$ cat src/rtl/apb_master_arbiter_pkg.sv
// Shared types and defaults for the APB master front-end.
package apb_pkg;

  typedef enum logic [1:0] {
    IDLE   = 2'd0,
    SETUP  = 2'd1,
    ACCESS = 2'd2
  } apb_state_t;

  localparam int APB_WIDTH_DEF = 16;

endpackage

$ cat src/rtl/apb_master_arbiter_rr.sv
// Combinational round-robin picker: first eligible requester at or after the pointer.
module rr_arbiter #(
  parameter int NREQ  = 4,
  parameter int PTR_W = $clog2(NREQ)
) (
  input  logic [NREQ-1:0]  req_eligible,
  input  logic [PTR_W-1:0] pointer,
  output logic [NREQ-1:0]  pick,
  output logic             any_req
);

  logic [PTR_W:0] pos_s;
  logic           found_s;

  // Scan from the pointer upward, wrapping NREQ-1 -> 0; first hit wins
  always_comb begin
    pick    = '0;
    found_s = 1'b0;
    pos_s   = '0;
    for (int k = 0; k < NREQ; k++) begin
      pos_s = {1'b0, pointer} + (PTR_W+1)'(k);
      if (pos_s >= (PTR_W+1)'(NREQ)) begin
        pos_s = pos_s - (PTR_W+1)'(NREQ);
      end else begin
        pos_s = pos_s;
      end
      if (!found_s && req_eligible[pos_s[PTR_W-1:0]]) begin
        pick[pos_s[PTR_W-1:0]] = 1'b1;
        found_s                = 1'b1;
      end else begin
        found_s = found_s;
      end
    end
    any_req = found_s;
  end

endmodule

$ cat src/rtl/apb_master_arbiter.sv
// APB master that shares one bus among NREQ requesters with round-robin
// arbitration and an ACCESS-phase timeout.
module apb_master_arbiter
  import apb_pkg::*;
#(
  parameter int NREQ    = 4,
  parameter int WIDTH   = APB_WIDTH_DEF,
  parameter int TIMEOUT = 16
) (
  input  logic                  pclk,
  input  logic                  preset_n,
  input  logic [NREQ-1:0]       req,
  input  logic [NREQ-1:0]       req_write,
  input  logic [NREQ*WIDTH-1:0] req_addr,
  input  logic [NREQ*WIDTH-1:0] req_wdata,
  output logic [NREQ-1:0]       gnt,
  output logic [NREQ-1:0]       done,
  output logic                  err,
  output logic [WIDTH-1:0]      rdata,
  output logic                  pselect,
  output logic                  penable,
  output logic                  pwrite,
  output logic [WIDTH-1:0]      paddr,
  output logic [WIDTH-1:0]      pwdata,
  input  logic                  pready,
  input  logic [WIDTH-1:0]      prdata
);

  localparam int PTR_W = $clog2(NREQ);
  localparam int CNT_W = $clog2(TIMEOUT);

  apb_state_t       state_q, state_d;
  logic [PTR_W-1:0] ptr_q, ptr_d, idx_q, idx_d;
  logic [CNT_W-1:0] cnt_q, cnt_d;
  logic [NREQ-1:0]  gnt_q, gnt_d, done_q, done_d;
  logic             err_q, err_d, psel_q, psel_d, pen_q, pen_d, pwrite_q, pwrite_d;
  logic [WIDTH-1:0] rdata_q, rdata_d, paddr_q, paddr_d, pwdata_q, pwdata_d;

  logic [NREQ-1:0]  eligible_s, pick_s;
  logic             any_req_s, sel_write_s;
  logic [PTR_W-1:0] pick_idx_s, next_ptr_s;
  logic [WIDTH-1:0] sel_addr_s, sel_wdata_s;

  // The owner finishing this cycle must not be re-picked on the same edge
  assign eligible_s = req & ~done_q;
  assign next_ptr_s = (idx_q == PTR_W'(NREQ-1)) ? '0 : idx_q + PTR_W'(1);

  rr_arbiter #(.NREQ(NREQ), .PTR_W(PTR_W)) u_rr (
    .req_eligible (eligible_s),
    .pointer      (ptr_q),
    .pick         (pick_s),
    .any_req      (any_req_s)
  );

  // AND-OR mux of the winner's command and index (pick_s is one-hot)
  always_comb begin
    sel_addr_s  = '0;
    sel_wdata_s = '0;
    sel_write_s = 1'b0;
    pick_idx_s  = '0;
    for (int i = 0; i < NREQ; i++) begin
      sel_addr_s  = sel_addr_s  | (req_addr[i*WIDTH +: WIDTH]  & {WIDTH{pick_s[i]}});
      sel_wdata_s = sel_wdata_s | (req_wdata[i*WIDTH +: WIDTH] & {WIDTH{pick_s[i]}});
      sel_write_s = sel_write_s | (req_write[i] & pick_s[i]);
      pick_idx_s  = pick_idx_s  | (pick_s[i] ? PTR_W'(i) : '0);
    end
  end

  // Next-state and registered-output logic of the APB sequencer
  always_comb begin
    state_d  = state_q;
    ptr_d    = ptr_q;
    idx_d    = idx_q;
    cnt_d    = cnt_q;
    gnt_d    = gnt_q;
    done_d   = '0;
    err_d    = 1'b0;
    rdata_d  = rdata_q;
    psel_d   = psel_q;
    pen_d    = pen_q;
    pwrite_d = pwrite_q;
    paddr_d  = paddr_q;
    pwdata_d = pwdata_q;
    case (state_q)
      IDLE: begin
        if (any_req_s) begin
          paddr_d  = sel_addr_s;
          pwdata_d = sel_wdata_s;
          pwrite_d = sel_write_s;
          gnt_d    = pick_s;
          idx_d    = pick_idx_s;
          psel_d   = 1'b1;
          pen_d    = 1'b0;
          state_d  = SETUP;
        end else begin
          state_d = IDLE;
        end
      end
      SETUP: begin
        pen_d   = 1'b1;
        cnt_d   = '0;
        state_d = ACCESS;
      end
      ACCESS: begin
        if (pready) begin
          done_d  = gnt_q;
          err_d   = 1'b0;
          rdata_d = pwrite_q ? rdata_q : prdata;
          psel_d  = 1'b0;
          pen_d   = 1'b0;
          gnt_d   = '0;
          ptr_d   = next_ptr_s;
          state_d = IDLE;
        end else if (cnt_q == CNT_W'(TIMEOUT-1)) begin
          done_d  = gnt_q;
          err_d   = 1'b1;
          rdata_d = '0;
          psel_d  = 1'b0;
          pen_d   = 1'b0;
          gnt_d   = '0;
          ptr_d   = next_ptr_s;
          state_d = IDLE;
        end else begin
          cnt_d = cnt_q + CNT_W'(1);
        end
      end
      default: begin
        psel_d  = 1'b0;
        pen_d   = 1'b0;
        gnt_d   = '0;
        state_d = IDLE;
      end
    endcase
  end

  // State and output registers
  always_ff @(posedge pclk or negedge preset_n) begin
    if (!preset_n) begin
      state_q  <= IDLE;
      ptr_q    <= '0;
      idx_q    <= '0;
      cnt_q    <= '0;
      gnt_q    <= '0;
      done_q   <= '0;
      err_q    <= 1'b0;
      rdata_q  <= '0;
      psel_q   <= 1'b0;
      pen_q    <= 1'b0;
      pwrite_q <= 1'b0;
      paddr_q  <= '0;
      pwdata_q <= '0;
    end else begin
      state_q  <= state_d;
      ptr_q    <= ptr_d;
      idx_q    <= idx_d;
      cnt_q    <= cnt_d;
      gnt_q    <= gnt_d;
      done_q   <= done_d;
      err_q    <= err_d;
      rdata_q  <= rdata_d;
      psel_q   <= psel_d;
      pen_q    <= pen_d;
      pwrite_q <= pwrite_d;
      paddr_q  <= paddr_d;
      pwdata_q <= pwdata_d;
    end
  end

  assign gnt     = gnt_q;
  assign done    = done_q;
  assign err     = err_q;
  assign rdata   = rdata_q;
  assign pselect = psel_q;
  assign penable = pen_q;
  assign pwrite  = pwrite_q;
  assign paddr   = paddr_q;
  assign pwdata  = pwdata_q;

endmodule

$ cat config.mk
export PLATFORM = sky130hd
export DESIGN_NAME = apb_master_arbiter
export DESIGN_NICKNAME = d
export VERILOG_FILES = /design/src/rtl/apb_master_arbiter_pkg.sv /design/src/rtl/apb_master_arbiter_rr.sv /design/src/rtl/apb_master_arbiter.sv
export SDC_FILE = /design/constraint.sdc
export NUM_CORES = 1
export LEC_CHECK = 0
export CELL_PAD_IN_SITES_DETAIL_PLACEMENT = 1
export CELL_PAD_IN_SITES_GLOBAL_PLACEMENT = 2
export CORE_ASPECT_RATIO = 1.1
export CORE_MARGIN = 2
export CORE_UTILIZATION = 23
export CTS_CLUSTER_SIZE = 25
export DETAILED_ROUTE_END_ITERATION = 8
export GPL_TIMING_DRIVEN = 0
export PLACE_DENSITY = 0.88
export REMOVE_ABC_BUFFERS = 1
export SLEW_MARGIN = 20
export SYNTH_ARGS = -nofsm -noshare
export SYNTH_HDL_FRONTEND = slang
export SYNTH_SLANG_ARGS = --single-unit
$ cat constraint.sdc
create_clock -name pclk -period 3.8 [get_ports pclk]
set_input_delay 0.57 -clock pclk [delete_from_list [all_inputs] [get_ports pclk]]
set_output_delay 0.57 -clock pclk [all_outputs]
set_load 0.02 [all_outputs]
==> results_dict.tcl <==
set metrics [dict create \
    grt_start_max_net_pins 47 \
    multi_input_logic_area_um2 2010 \
    vdd_ir_drop_max_mv 0.351 \
    ctsLongestPathBuffers 2 \
    synthDistinctLibCells 37 \
    antenna_found_initial 0 \
    setup-tns-final_ns 0 \
    post_route_skew_ns 0.00628 \
    initial_drt_markers 126 \
    synthesis.area_um2 4100 \
    postCtsHoldBufs 0 \
    avgSynthCellArea_um2 10.3 \
    setup.worst_path.end_class "register" \
    place.detailed.hpwl_um 11400 \
    ant_nets 0 \
    cap_violations 0 \
    worst_r2r_startpoint "ptr_q[0]" \
    finalWeightedCongestion 0.758 \
    place.port_buffers 214 \
    clock_sink_count 70 \
    result_of_the_run "complete, no violations" \
    setup_viol 0 \
    grt_pass1_vias 4512 \
    yosysWarnings 0 \
    totalWireLength_um 15100 \
    routed_wire_length_per_instance_um 18.0 \
    synth-edff-count 0 \
    clk_pin_slew_ns 0.06 \
    tightestPinTransition_ns 1.05 \
    seq_cells_post_synth 70 \
    synth-compound-area-share 0.321 \
    drtPass1Iterations 4 \
    initial_utilization 0.233 \
    synth-adder-area-share 0.0306 \
    worst_skew_pair.late_latency_ns 0.33 \
    remaining_drc_errors 0 \
    worst_endpoint_data_arrival_time_ns 3.68 \
    fp.dieArea_um2 18900 \
    total_leakage_power_nw 2.81 \
    reg2reg_to "pwdata[15]" \
    die_height_um 144 \
    cell_depth_of_the_worst_flop_to_flop_path 8 \
    post-route-period-util 0.913 \
    finalWorstPathRequiredPeriod_ns 3.47 \
    synthesis.instances 398 \
    drive_gt1_frac 0.103 \
    tritoncts.num_buffers 9 \
    ys_async_sr_fraction 1.00 \
    layout.filler_cells 1949 \
    final_hold_vios 0 \
    h-tree-depth 3 \
    maxSlewViolCount 0 \
    synth_simple_gate_area_frac 0.119 \
    crit_required_ns 4.01 \
    startpoint_type "register" \
    grt-ovfl-total 0 \
    design.portCount 215 \
    area_growth_pct 65.1 \
    insertedDiodeCount 0 \
    grt_resource_usage_total 0.160 \
    cts_tree "yes" \
    pwr_density_cell_nw_per_um2 826 \
    synth_xor_xnor_area_share 0.00214 \
    rsz0062_at_grt "no" \
    ys_seq_area_frac 0.428 \
    final_hold_slack_ns 0.154 \
    combinational_family_with_the_most_area_after_synthesis "compound AO/OA/AOI/OAI gates" \
    register_to_register_path_setup_slack_ns 0.33 \
    detail_route.vias_per_cell 4.76 \
    floorplan.die.width_um 131 \
    critical_setup_path_class "reg -> reg" \
    num_rows 51 \
    slew_headroom 0.295 \
    cts.root.buffer_cell "sky130_fd_sc_hd__clkbuf_16" \
    vias 4000 \
    worst_hold_path_type "in -> async" \
    finalNetCount 763 \
    max_freq_mhz 288 \
    global_route_wire_length_before_repair_um 23800 \
    sequential_cell_area_um2 1750 \
    coreArea_um2 17500 \
    peak_fanout_along_the_critical_path 34 \
    synthMuxAreaShare 0.0110 \
    synth-main-ff-cell "sky130_fd_sc_hd__dfrtp_1" \
]
-- worst max-delay path, cell delays in order (launching register included) --
cell and delay, ns:
sky130_fd_sc_hd__dfrtp_1 0.53, sky130_fd_sc_hd__inv_1 0.26, sky130_fd_sc_hd__ha_1 0.42, sky130_fd_sc_hd__mux4_2 0.42, sky130_fd_sc_hd__nor2_1 0.10, sky130_fd_sc_hd__a222oi_1 0.50
sky130_fd_sc_hd__nand3_4 0.46, sky130_fd_sc_hd__a221o_1 0.45, sky130_fd_sc_hd__o22a_1 0.17
-- cell usage after synthesis (all sizes together), types with 9 or more instances --
library cell   n  share of area
o22ai         12          0.031
o2bb2ai       21          0.075
nor2           9         0.0082
nand3         17          0.023
buf           14          0.031
dfrtp         70           0.43
o22a          33          0.071
a221o         33          0.081
nand2         48          0.044
ha            10          0.031
inv           50          0.046
clkbuf        13          0.012
o21ai         27          0.033
-- sequential cells by signal, summed over array words and instances, names as in the netlist --
register,flops
paddr,16
pwdata,16
rdata,16
cnt_q,4
done,4
gnt,4
idx_q,2
ptr_q,2
state_q,2
err,1
penable,1
pselect,1
pwrite,1
-- how the worst max path moves through the flow --
stage               startpoint          to  slack [ns]
floorplan             ptr_q[0]   pwdata[5]        0.50
global placement        req[1]   pwdata[6]       -0.74
detailed placement      pready    rdata[7]       -0.04
CTS                   ptr_q[0]  pwdata[15]        0.03
global route          ptr_q[0]    paddr[2]        0.12
finish                ptr_q[0]  pwdata[15]        0.33
-- layer usage --
layer | wire [um] | global-route usage | vias to the layer above
li1 | - | - | 1858
met1 | 5640 | 0.166 | 1970
met2 | 8110 | 0.309 | 141
met3 | 935 | 0.0427 | 31
met4 | 412 | 0.0584 | 0
met5 | 0 | 0 | -
-- cell usage in the layout (no fill, tap or decap), types with 2 or more instances in the layout --
master                              n
sky130_fd_sc_hd__clkdlybuf4s50_1  213
sky130_fd_sc_hd__dfrtp_1           70
sky130_fd_sc_hd__inv_1             49
sky130_fd_sc_hd__nand2_1           46
sky130_fd_sc_hd__a221o_1           33
sky130_fd_sc_hd__o22a_1            33
sky130_fd_sc_hd__o21ai_0           22
sky130_fd_sc_hd__o2bb2ai_2         20
sky130_fd_sc_hd__nand3_1           14
sky130_fd_sc_hd__ha_1              10
sky130_fd_sc_hd__nor2_1             9
sky130_fd_sc_hd__clkbuf_16          9
sky130_fd_sc_hd__o22ai_2            8
sky130_fd_sc_hd__o21ai_1            5
sky130_fd_sc_hd__and2_1             4
sky130_fd_sc_hd__nor2b_4            4
sky130_fd_sc_hd__nand2b_1           4
sky130_fd_sc_hd__nand4_1            4
sky130_fd_sc_hd__o22ai_1            4
sky130_fd_sc_hd__a31oi_1            3
sky130_fd_sc_hd__a22oi_1            3
sky130_fd_sc_hd__a21oi_1            3
sky130_fd_sc_hd__nand2_2            2
sky130_fd_sc_hd__mux4_2             2
sky130_fd_sc_hd__or3_1              2
sky130_fd_sc_hd__nand3_4            2
sky130_fd_sc_hd__and3_1             2
sky130_fd_sc_hd__inv_6              2
sky130_fd_sc_hd__bufinv_16          2
-- cell type report --
| class | count | area share |
|---|---|---|
| Sequential cell | 70 | 0.259 |
| Multi-Input combinational cell | 251 | 0.297 |
| Timing Repair Buffer | 216 | 0.323 |
| Clock inverter | 7 | 0.0155 |
| Tap cell | 238 | 0.0440 |
| Inverter | 50 | 0.0278 |
| Clock buffer | 9 | 0.0333 |
-- stage by stage --
stage / std cells / total power, mW / instance area, um2 / worst slack, ns / utilization
after global placement: 823 / 4.53 / 6360 / -0.739 / 0.362
after detailed placement: 825 / 4.69 / 6410 / -0.0437 / 0.365
after CTS: 841 / 5.67 / 6740 / 0.0260 / 0.384
after floorplan: 371 / 3.25 / 3920 / 0.496 / -
after global routing: 841 / 5.99 / 6760 / 0.121 / 0.385
final: 841 / 5.58 / 6760 / 0.332 / 0.385
-- where the power goes --
group / internal (mW) / switching (mW)
logic: 1.52 / 1.79
clock network: 0.585 / 0.356
registers: 1.10 / 0.229
-- logic make-up (layout without fill, tap and decap cells) --
| group | Yosys count | after routing |
|---|---|---|
| multiplexers | 2 | 2 |
| AND/OR/NAND/NOR | 98 | 98 |
| AO/OA/AOI/OAI | 140 | 140 |
| XOR/XNOR | 1 | 1 |
| flip-flops | 70 | 70 |
| adder cells (fa/ha/maj) | 10 | 10 |
| buffers and inverters | 77 | 282 |
-- what timing repair did --
action	CTS	global route
gates resized for setup	0	4
hold endpoints to repair	0	0
setup buffers	0	0
setup endpoints to repair	0	49
Power figures use the tool's default switching activity.
